File: src/rtl/uart_tx_drain.sv
// UART transmitter that drains an 8-entry byte FIFO and serialises each byte
// as start + 8 data bits (LSB first) + optional parity + 1 or 2 stop bits.
module uart_tx_drain #(
    parameter int unsigned CLKS_PER_BIT = 16,
    parameter int unsigned PARITY_EN    = 0,
    parameter int unsigned PARITY_ODD   = 0,
    parameter int unsigned STOP_BITS    = 1
) (
    input  logic       clk,
    input  logic       rst,
    input  logic       enable,
    input  logic       fifo_empty,
    output logic       fifo_re,
    input  logic [7:0] fifo_data,
    output logic       txd,
    output logic       busy,
    output logic       tx_done
);

    localparam int unsigned BAUD_W = (CLKS_PER_BIT >= 2) ? $clog2(CLKS_PER_BIT) : 1;
    localparam logic [BAUD_W-1:0] BAUD_LAST = BAUD_W'(CLKS_PER_BIT - 1);
    localparam logic [2:0] STOP_LAST = 3'(STOP_BITS - 1);
    localparam logic PAR_ODD = (PARITY_ODD != 0);

    typedef enum logic [2:0] {
        S_IDLE,
        S_LOAD,
        S_START,
        S_DATA,
        S_PARITY,
        S_STOP
    } state_t;

    state_t            state_q, state_d;
    logic [BAUD_W-1:0] baud_q, baud_d;
    logic [2:0]        bit_q, bit_d;
    logic [7:0]        shift_q, shift_d;
    logic              parity_q, parity_d;
    logic              txd_q, txd_d;
    logic              busy_q, busy_d;
    logic              tx_done_q, tx_done_d;
    logic              bit_end;

    // Pop strobe is combinational so the FIFO sees it in the IDLE cycle itself.
    assign fifo_re = (state_q == S_IDLE) && enable && !fifo_empty && !rst;
    assign bit_end = (baud_q == BAUD_LAST);

    assign txd     = txd_q;
    assign busy    = busy_q;
    assign tx_done = tx_done_q;

    // Next-state logic; txd_d always reflects the line level of the state being entered.
    always_comb begin
        state_d  = state_q;
        baud_d   = baud_q;
        bit_d    = bit_q;
        shift_d  = shift_q;
        parity_d = parity_q;
        txd_d    = txd_q;

        case (state_q)
            S_IDLE: begin
                txd_d  = 1'b1;
                baud_d = '0;
                bit_d  = 3'd0;
                if (fifo_re) begin
                    state_d = S_LOAD;
                end
            end
            S_LOAD: begin
                shift_d  = fifo_data;
                parity_d = (^fifo_data) ^ PAR_ODD;
                state_d  = S_START;
                txd_d    = 1'b0;
                baud_d   = '0;
            end
            S_START: begin
                if (bit_end) begin
                    state_d = S_DATA;
                    baud_d  = '0;
                    bit_d   = 3'd0;
                    txd_d   = shift_q[0];
                end else begin
                    baud_d = baud_q + BAUD_W'(1);
                end
            end
            S_DATA: begin
                if (bit_end) begin
                    baud_d  = '0;
                    shift_d = {1'b0, shift_q[7:1]};
                    if (bit_q == 3'd7) begin
                        bit_d = 3'd0;
                        if (PARITY_EN != 0) begin
                            state_d = S_PARITY;
                            txd_d   = parity_q;
                        end else begin
                            state_d = S_STOP;
                            txd_d   = 1'b1;
                        end
                    end else begin
                        bit_d = bit_q + 3'd1;
                        txd_d = shift_q[1];
                    end
                end else begin
                    baud_d = baud_q + BAUD_W'(1);
                end
            end
            S_PARITY: begin
                if (bit_end) begin
                    state_d = S_STOP;
                    baud_d  = '0;
                    bit_d   = 3'd0;
                    txd_d   = 1'b1;
                end else begin
                    baud_d = baud_q + BAUD_W'(1);
                end
            end
            S_STOP: begin
                txd_d = 1'b1;
                if (bit_end) begin
                    baud_d = '0;
                    if (bit_q == STOP_LAST) begin
                        state_d = S_IDLE;
                        bit_d   = 3'd0;
                    end else begin
                        bit_d = bit_q + 3'd1;
                    end
                end else begin
                    baud_d = baud_q + BAUD_W'(1);
                end
            end
            default: begin
                state_d = S_IDLE;
                txd_d   = 1'b1;
                baud_d  = '0;
                bit_d   = 3'd0;
            end
        endcase

        busy_d    = (state_d != S_IDLE);
        // Registered pulse lands on the last cycle of the final stop bit.
        tx_done_d = (state_d == S_STOP) && (baud_d == BAUD_LAST) && (bit_d == STOP_LAST);
    end

    always_ff @(posedge clk) begin
        if (rst) begin
            state_q   <= S_IDLE;
            baud_q    <= '0;
            bit_q     <= 3'd0;
            shift_q   <= 8'd0;
            parity_q  <= 1'b0;
            txd_q     <= 1'b1;
            busy_q    <= 1'b0;
            tx_done_q <= 1'b0;
        end else begin
            state_q   <= state_d;
            baud_q    <= baud_d;
            bit_q     <= bit_d;
            shift_q   <= shift_d;
            parity_q  <= parity_d;
            txd_q     <= txd_d;
            busy_q    <= busy_d;
            tx_done_q <= tx_done_d;
        end
    end

endmodule

File: config.mk
export PLATFORM = sky130hd
export DESIGN_NAME = uart_tx_drain
export DESIGN_NICKNAME = d
export VERILOG_FILES = /design/src/rtl/uart_tx_drain.sv
export SDC_FILE = /design/constraint.sdc
export NUM_CORES = 1
export LEC_CHECK = 0
export ABC_AREA = 1
export CAP_MARGIN = 20
export CORE_MARGIN = 2
export CORE_UTILIZATION = 35
export DETAILED_ROUTE_END_ITERATION = 16
export PLACE_DENSITY = 0.63
export SYNTH_ARGS = -nofsm -noshare
export SYNTH_HDL_FRONTEND = slang
export SYNTH_SLANG_ARGS = --single-unit
export TNS_END_PERCENT = 20
File: constraint.sdc
create_clock -name clk -period 4.1 [get_ports clk]
set_clock_uncertainty 0.2 [all_clocks]
set_input_delay 0.82 -clock clk [delete_from_list [all_inputs] [get_ports clk]]
set_output_delay 0.82 -clock clk [all_outputs]
set_load 0.05 [all_outputs]
# Word level (Yosys, flattened, before mapping)
# Cells that the tools add are included.
# totals
ram_bits	0
memories	0
elab_cells	60
output_inout_bits	4
rom_bits	0
latchBits	0
in_bits	12
regBits	21
# classes
div_mod_pow	0
add_sub_neg	2
eq_ne	12
multipliers	0
muxes	23
shifts	0
n_reduce_logical	16
n_lt_le_gt_ge	0
n_bitwise	0
# ops
operator	count
3-bit two-way mux	12
3-bit case mux with 6 select lines	1
8-bit case mux with 2 select lines	1
3-bit equality test, second input constant	4
3-bit case mux with 4 select lines	1
3-bit zero test	3
4-bit equality test, second input constant	2
4-bit two-way mux	2
8-bit two-way mux	1
3-bit by 2-bit equality test with 1-bit output, second input constant	2
2-bit inequality test, second input constant	3
1-bit logical AND	5
4-bit by 1-bit adder with 4-bit output, second input constant	1
1-bit two-way mux	4
1-bit case mux with 4 select lines	1
4-bit OR reduction	1
3-bit by 1-bit adder with 3-bit output, second input constant	1
3-bit by 1-bit equality test with 1-bit output, second input constant	1
3-bit AND reduction	1
3-bit nonzero test	1
1-bit zero test	2
2-bit AND reduction	1
2-bit nonzero test	1
2-bit OR reduction	1

# Depth between registers and ports, before layout
# Gate-level depths: netlist (run 1).
# logic_depth
depth_word	9
ltp_mapped	12
ltp_nobuf	12

# Worst setup path before layout (run 1)
# OpenSTA, ideal clock, no wires.
# synth_path
path_kind	input to output
startpoint	input port rst
endpoint	output port fifo_re
stages	4
slack_ps	1540
arrival_time_ps	1540
path_buffers	1
required_time_ps	3080
path_cell_list	clkbuf_1 nor2_1 nand3_1 inv_1
# synth_via
elab_chain_len	2
# synth_rtl
element	line	text
start: declaration	10	input logic rst,
1-bit zero test	45	assign fifo_re = (state_q == S_IDLE) && enable && !fifo_empty && !rst;
1-bit logical AND	45	
end: declaration	13	output logic fifo_re,
# Every way passes these cells.

# Final worst setup path (run 1)
# Ends and elaborated chain as after synthesis.

==> results of run 1 <==
==> through the flow <==
stage	power [mW]	setup WS, ps
after floorplan	0.2443	1540
after global placement	0.2636	673.1
after detailed placement	0.2639	704.2
after CTS	0.3661	684.7
after global routing	0.3772	635.0
final	0.3605	700.2
==> per-layer routing <==
metal / global-route usage (%) / vias to the layer above / wire, um
met5: 0 / - / 0
met4: 5.833 / 0 / 27
met3: 1.607 / 2 / 53
met2: 23.01 / 14 / 1120
met1: 19.67 / 501 / 1393
li1: - / 593 / -
==> cells by family (layout without fill, tap and decap cells) <==
group                      Yosys count  in the layout  synth area share [%]
DFF                                 21             21                 34.43
AOI/OAI and AO/OA                   27             27                 13.83
and+or+nand+nor                     94             94                 35.45
adders and majority gates            6              6                 6.147
buffers and inverters               28             44                 10.14
==> area by class of cell <==
cell class	instances	area, um^2
Inverter	24	90.09
Fill cell	371	1908
Clock buffer	4	26.28
Timing Repair Buffer	16	157.7
Tap cell	46	57.56
Multi-Input combinational cell	127	676.9
Sequential cell	21	420.4
==> placed cells by master (no fill, tap or decap) <==
cell type         n
o21ai_1           1
nand3_4           1
nor3_2            1
nor2_2            1
nand4_1           2
o211ai_1          1
buf_4             1
dfxtp_1          21
inv_1            21
nand2_1          52
clkbuf_4          3
o21ai_0          11
clkdlybuf4s50_1  15
nand3_2           3
nor2_4            1
a31oi_1           7
inv_2             3
o21ai_2           2
a21oi_2           1
nand2_4           1
clkbuf_1          1
a21oi_1           3
nand3_1          11
a21oi_4           1
nor2_1           18
nor3_1            2
and2_1            1
ha_1              6
==> path summary, 6_finish.rpt <==
| kind | startpoint | endpoint | slack, ps |
|---|---|---|---|
| max | rst | fifo_re | 700 |
| min reg2reg | shift_q[7] | shift_q[7] | 280 |
| min | shift_q[7] | shift_q[7] | 280 |
| max reg2reg | state_q[1] | tx_done | 2210 |
==> sequential cells by signal, summed over array words and instances, names as in the netlist <==
register  cells
shift_q       8
txd           1
bit_q         3
baud_q        4
busy          1
tx_done       1
state_q       3
==> worst min-delay path: cells and delay by family, from the launching register on <==
family / cells / cell delay, ps
simple gates: 1 / 60
compound gates: 1 / 60
flops: 1 / 330
==> power groups by stage <==
stage	registers (mW)	clock network (mW)	logic, mW
2_1_floorplan	0.222	0	0.0223
3_3_place_gp	0.218	0	0.0457
3_5_place_dp	0.218	0	0.0460
4_1_cts	0.213	0.107	0.0461
5_1_grt	0.214	0.112	0.0506
6_report	0.213	0.101	0.0458
==> results.toml, run 1 <==
[final_layout]
final_area_um2 = 1429
instances_no_fill = 238
layout-drive-gt1-share_pct = 9.896
area_growth_pct = 17.01
diodes = 0
utilization_pct = 42.82
nets = 211

[sta]
fmax_ghz = 0.2941
post-route-period-util_pct = 82.92
period_needed_ps = 3400
rsz0062_at_grt = "no"
setup_tns_ps = 0
hold_ws_ps = 277.7
slew_headroom_pct = 66.75
hold_viol_final = 0
slew_viol_final = 0
setup_viol_count_final = 0
worst_pin_slew_ps = 497.2

[route]
post_drt_wl_per_cell_um = 10.90
vias_per_cell = 4.664
drtPass1Iterations = 4
drtAntennaViolNets = 0
routed_wl_um = 2595
drtIter0Drc = 25
drcViolationCount = 0
vias = 1110

[clock_network]
cts-hold-fix-buffers = 0
cts_resized = 0
insertion_delay_ps = 300
post_cts_buffers = 0
cts_sinks = 21
h-tree-depth = 1
clk_pin_slew_ps = 120
root_buffer = "clkbuf_4"
clockBufferDepth = 2
cts_buffers = 3
cts_tree = "built"

[power_and_ir_drop]
worst_ir_drop_vdd_mv = 0.1460
switchingPower_mw = 0.09239
clkPwrFrac_pct = 28.1
combinationalPowerShare_pct = 12.7
seqPwrFrac_pct = 59.2
swShare_pct = 25.63
power_leakage_nw = 0.6493
intPower_mw = 0.2681
p_per_area_nw_per_um2 = 252.3

[critical_path]
path_buf_inv = 3
critical_path_class = "in2out"
cp_common_cell = "clkdlybuf4s50_1"
critPathMaxFanout = 2
path_depth = 5
arrival_ps = 2380
max_stage_delay_ps = 790
start_kind = "input pin"
cp_data_required_time_ps = 3080
slowest_stage = "clkdlybuf4s50_1"
crit_chain = "clkdlybuf4s50_1 > nor2_1 > nand3_1 > inv_1 > clkdlybuf4s50_1"
path_delay_family = "buffers and inverters"
endpoint_kind = "output port"
r2r_cells = 8

[global_route]
grt_pass1_wl_um = 4616
grt_pass1_vias = 1037
grt_max_degree = 17
globalRouteOverflowTotal = 0
antenna_found_initial = 0
track_usage_pct = 14.38

[floorplan]
rows = 21
die_area_um2 = 3978
coreArea_um2 = 3337
initial_core_util_pct = 36.60
fp.dieW_um = 63.07
dieHeight_um = 63.07
pin_count = 16

[logic_synthesis]
ys.flop_type = "dfxtp_1"
yosys-top-cells-area = "dfxtp_1 (34%), nand2_1 (16%), inv_1 (6.5%)"
ys_types = 27
ys_seq_area_share_pct = 34.43
synth_most_common_cell = "nand2_1"
synth_cells = 176
ys_ff_latch = 21
synthArstFlopShare_pct = 0
netlist_area_um2 = 1221
synthesis.nets = 194
synth_top_area_cell = "dfxtp_1"
synth_edf_count = 0
synth_common_cells = "nand2_1 (52), dfxtp_1 (21), inv_1 (21)"
yosysWarnings = 0
synth_area_per_cell_um2 = 6.938
synth_top_area_share_pct = 34.43

[placed_design]
dp_cells = 234
finalWeightedCongestion = 0.7637
place_area_um2 = 1403
hpwl_um = 1959
portBuffers = 15

[run_status]
status = "finished, final reports clean"

[flow_run]
drv_cap = 0

[hold_path]
hp-class = "reg2reg"
hold_depth = 2
Note: power is estimated with default switching activity, not from simulation.
==> run 2, diff against run 1 <==
- clock period: 4.1 -> 3.45 ns (I/O delays scaled with it)
==> results.toml, run 2 (synthesis results as in run 1) <==
[run_status]
status = "finished, final reports clean"

[placed_design]
place_area_um2 = 1413
post-place-ws_ps = 896.6
finalWeightedCongestion = 0.7622
hpwl_um = 1855
portBuffers = 15

[clock_network]
cts_resized = 0
insertion_delay_ps = 300
clockBufferDepth = 2
cts-hold-fix-buffers = 0
cts_buffers = 3
post_cts_buffers = 0
cts_sinks = 21
cts_tree = "built"
root_buffer = "clkbuf_4"
clk_pin_slew_ps = 110
h-tree-depth = 1

[power_and_ir_drop]
power_leakage_nw = 0.6542
clkPwrFrac_pct = 27.8
switchingPower_mw = 0.1082
seqPwrFrac_pct = 59.3
worst_ir_drop_vdd_mv = 0.2039
intPower_mw = 0.3198
swShare_pct = 25.29
combinationalPowerShare_pct = 13.0
p_per_area_nw_per_um2 = 297.5

[sta]
slew_headroom_pct = 66.96
rsz0062_at_grt = "no"
fin_ws_ps = 889.5
setup_viol_count_final = 0
fmax_ghz = 0.3905
period_needed_ps = 2561
hold_viol_final = 0
setup_tns_ps = 0
post-route-period-util_pct = 74.22
worst_pin_slew_ps = 494.0
hold_ws_ps = 281.3
slew_viol_final = 0

[route]
vias = 1076
routed_wl_um = 2469
drtPass1Iterations = 4
drtIter0Drc = 21
vias_per_cell = 4.521
post_drt_wl_per_cell_um = 10.37
drtAntennaViolNets = 0
drcViolationCount = 0

[critical_path]
arrival_ps = 1670
cp_data_required_time_ps = 2560
r2r_cells = 11
regToRegSetupSlack_ps = 1600
endpoint_kind = "output port"
critPathMaxFanout = 2
start_kind = "input pin"
critical_path_class = "in2out"

[floorplan]
pin_count = 16
dieHeight_um = 63.07
rows = 21
fp.dieW_um = 63.07
coreArea_um2 = 3337
die_area_um2 = 3978
initial_core_util_pct = 36.60

[global_route]
grt_max_degree = 17
antenna_found_initial = 0
grt_pass1_vias = 986
grt_pass1_wl_um = 4395
track_usage_pct = 13.73
globalRouteOverflowTotal = 0

[hold_path]
hp-class = "reg2reg"
hold_depth = 2

[final_layout]
utilization_pct = 43.12
layout_commonest_cell = "nand2_1"
final_area_um2 = 1439
largest_register_ffs = 8
diodes = 0
layout-drive-gt1-share_pct = 10.42
area_growth_pct = 17.83
top_register = "shift_q"
reg_top3 = "shift_q: 8 flops, baud_q: 4 flops"
layout.cells.most_common_list = "nand2_1 (52), inv_1 (21), dfxtp_1 (21)"
nets = 211

[flow_run]
drv_cap = 0
## run 2: changes by cell type in the layout (fill, tap and decap cells not counted), sizes merged
| cell | before | now |
|---|---|---|
| buf | 1 | 2 |
| clkdlybuf4s50 | 15 | 14 |
## run 2: path summary, 6_finish.rpt
check,startpoint,to
setup / recovery,rst,fifo_re
hold / removal,shift_q[4],shift_q[3]
setup reg to reg,baud_q[0],tx_done
hold reg to reg,shift_q[4],shift_q[3]
## run 2: per-stage QoR
step           cells  power (mW)
2_1_floorplan    176      0.2904
3_3_place_gp     234      0.3148
3_5_place_dp     234      0.3148
4_1_cts          238      0.4325
5_1_grt          238      0.4480
6_report         238      0.4280
## run 2: worst max-delay path, stage by stage
cell and delay (ps):
clkdlybuf4s50_1 490, nor2_1 120, nand3_1 110, inv_1 120
buf_12 140
## run 2: layer usage
metal  track usage, %  wire length [um]  vias to the layer above
met5                0                 0                        -
met4            6.111                27                        0
met3            2.500                81                        2
met2            21.01              1042                       14
met1            18.72              1317                      461
li1                 -                 -                      599
## run 2: power by group through the flow
stage / registers, mW / logic, mW / clock network [mW]
finish: 0.254 / 0.0555 / 0.119
global route: 0.255 / 0.0617 / 0.132
CTS: 0.254 / 0.0560 / 0.123
detailed placement: 0.259 / 0.0557 / 0
global placement: 0.259 / 0.0558 / 0
floorplan: 0.264 / 0.0265 / 0
## run 2: cell type report
type                       instances  area (um^2)
timing repair buffer              16        167.7
clock buffer                       4        26.28
sequential                        21        420.4
tap                               46        57.56
inverter                          24        90.09
fill                             342         1898
multi-input combinational        127        676.9
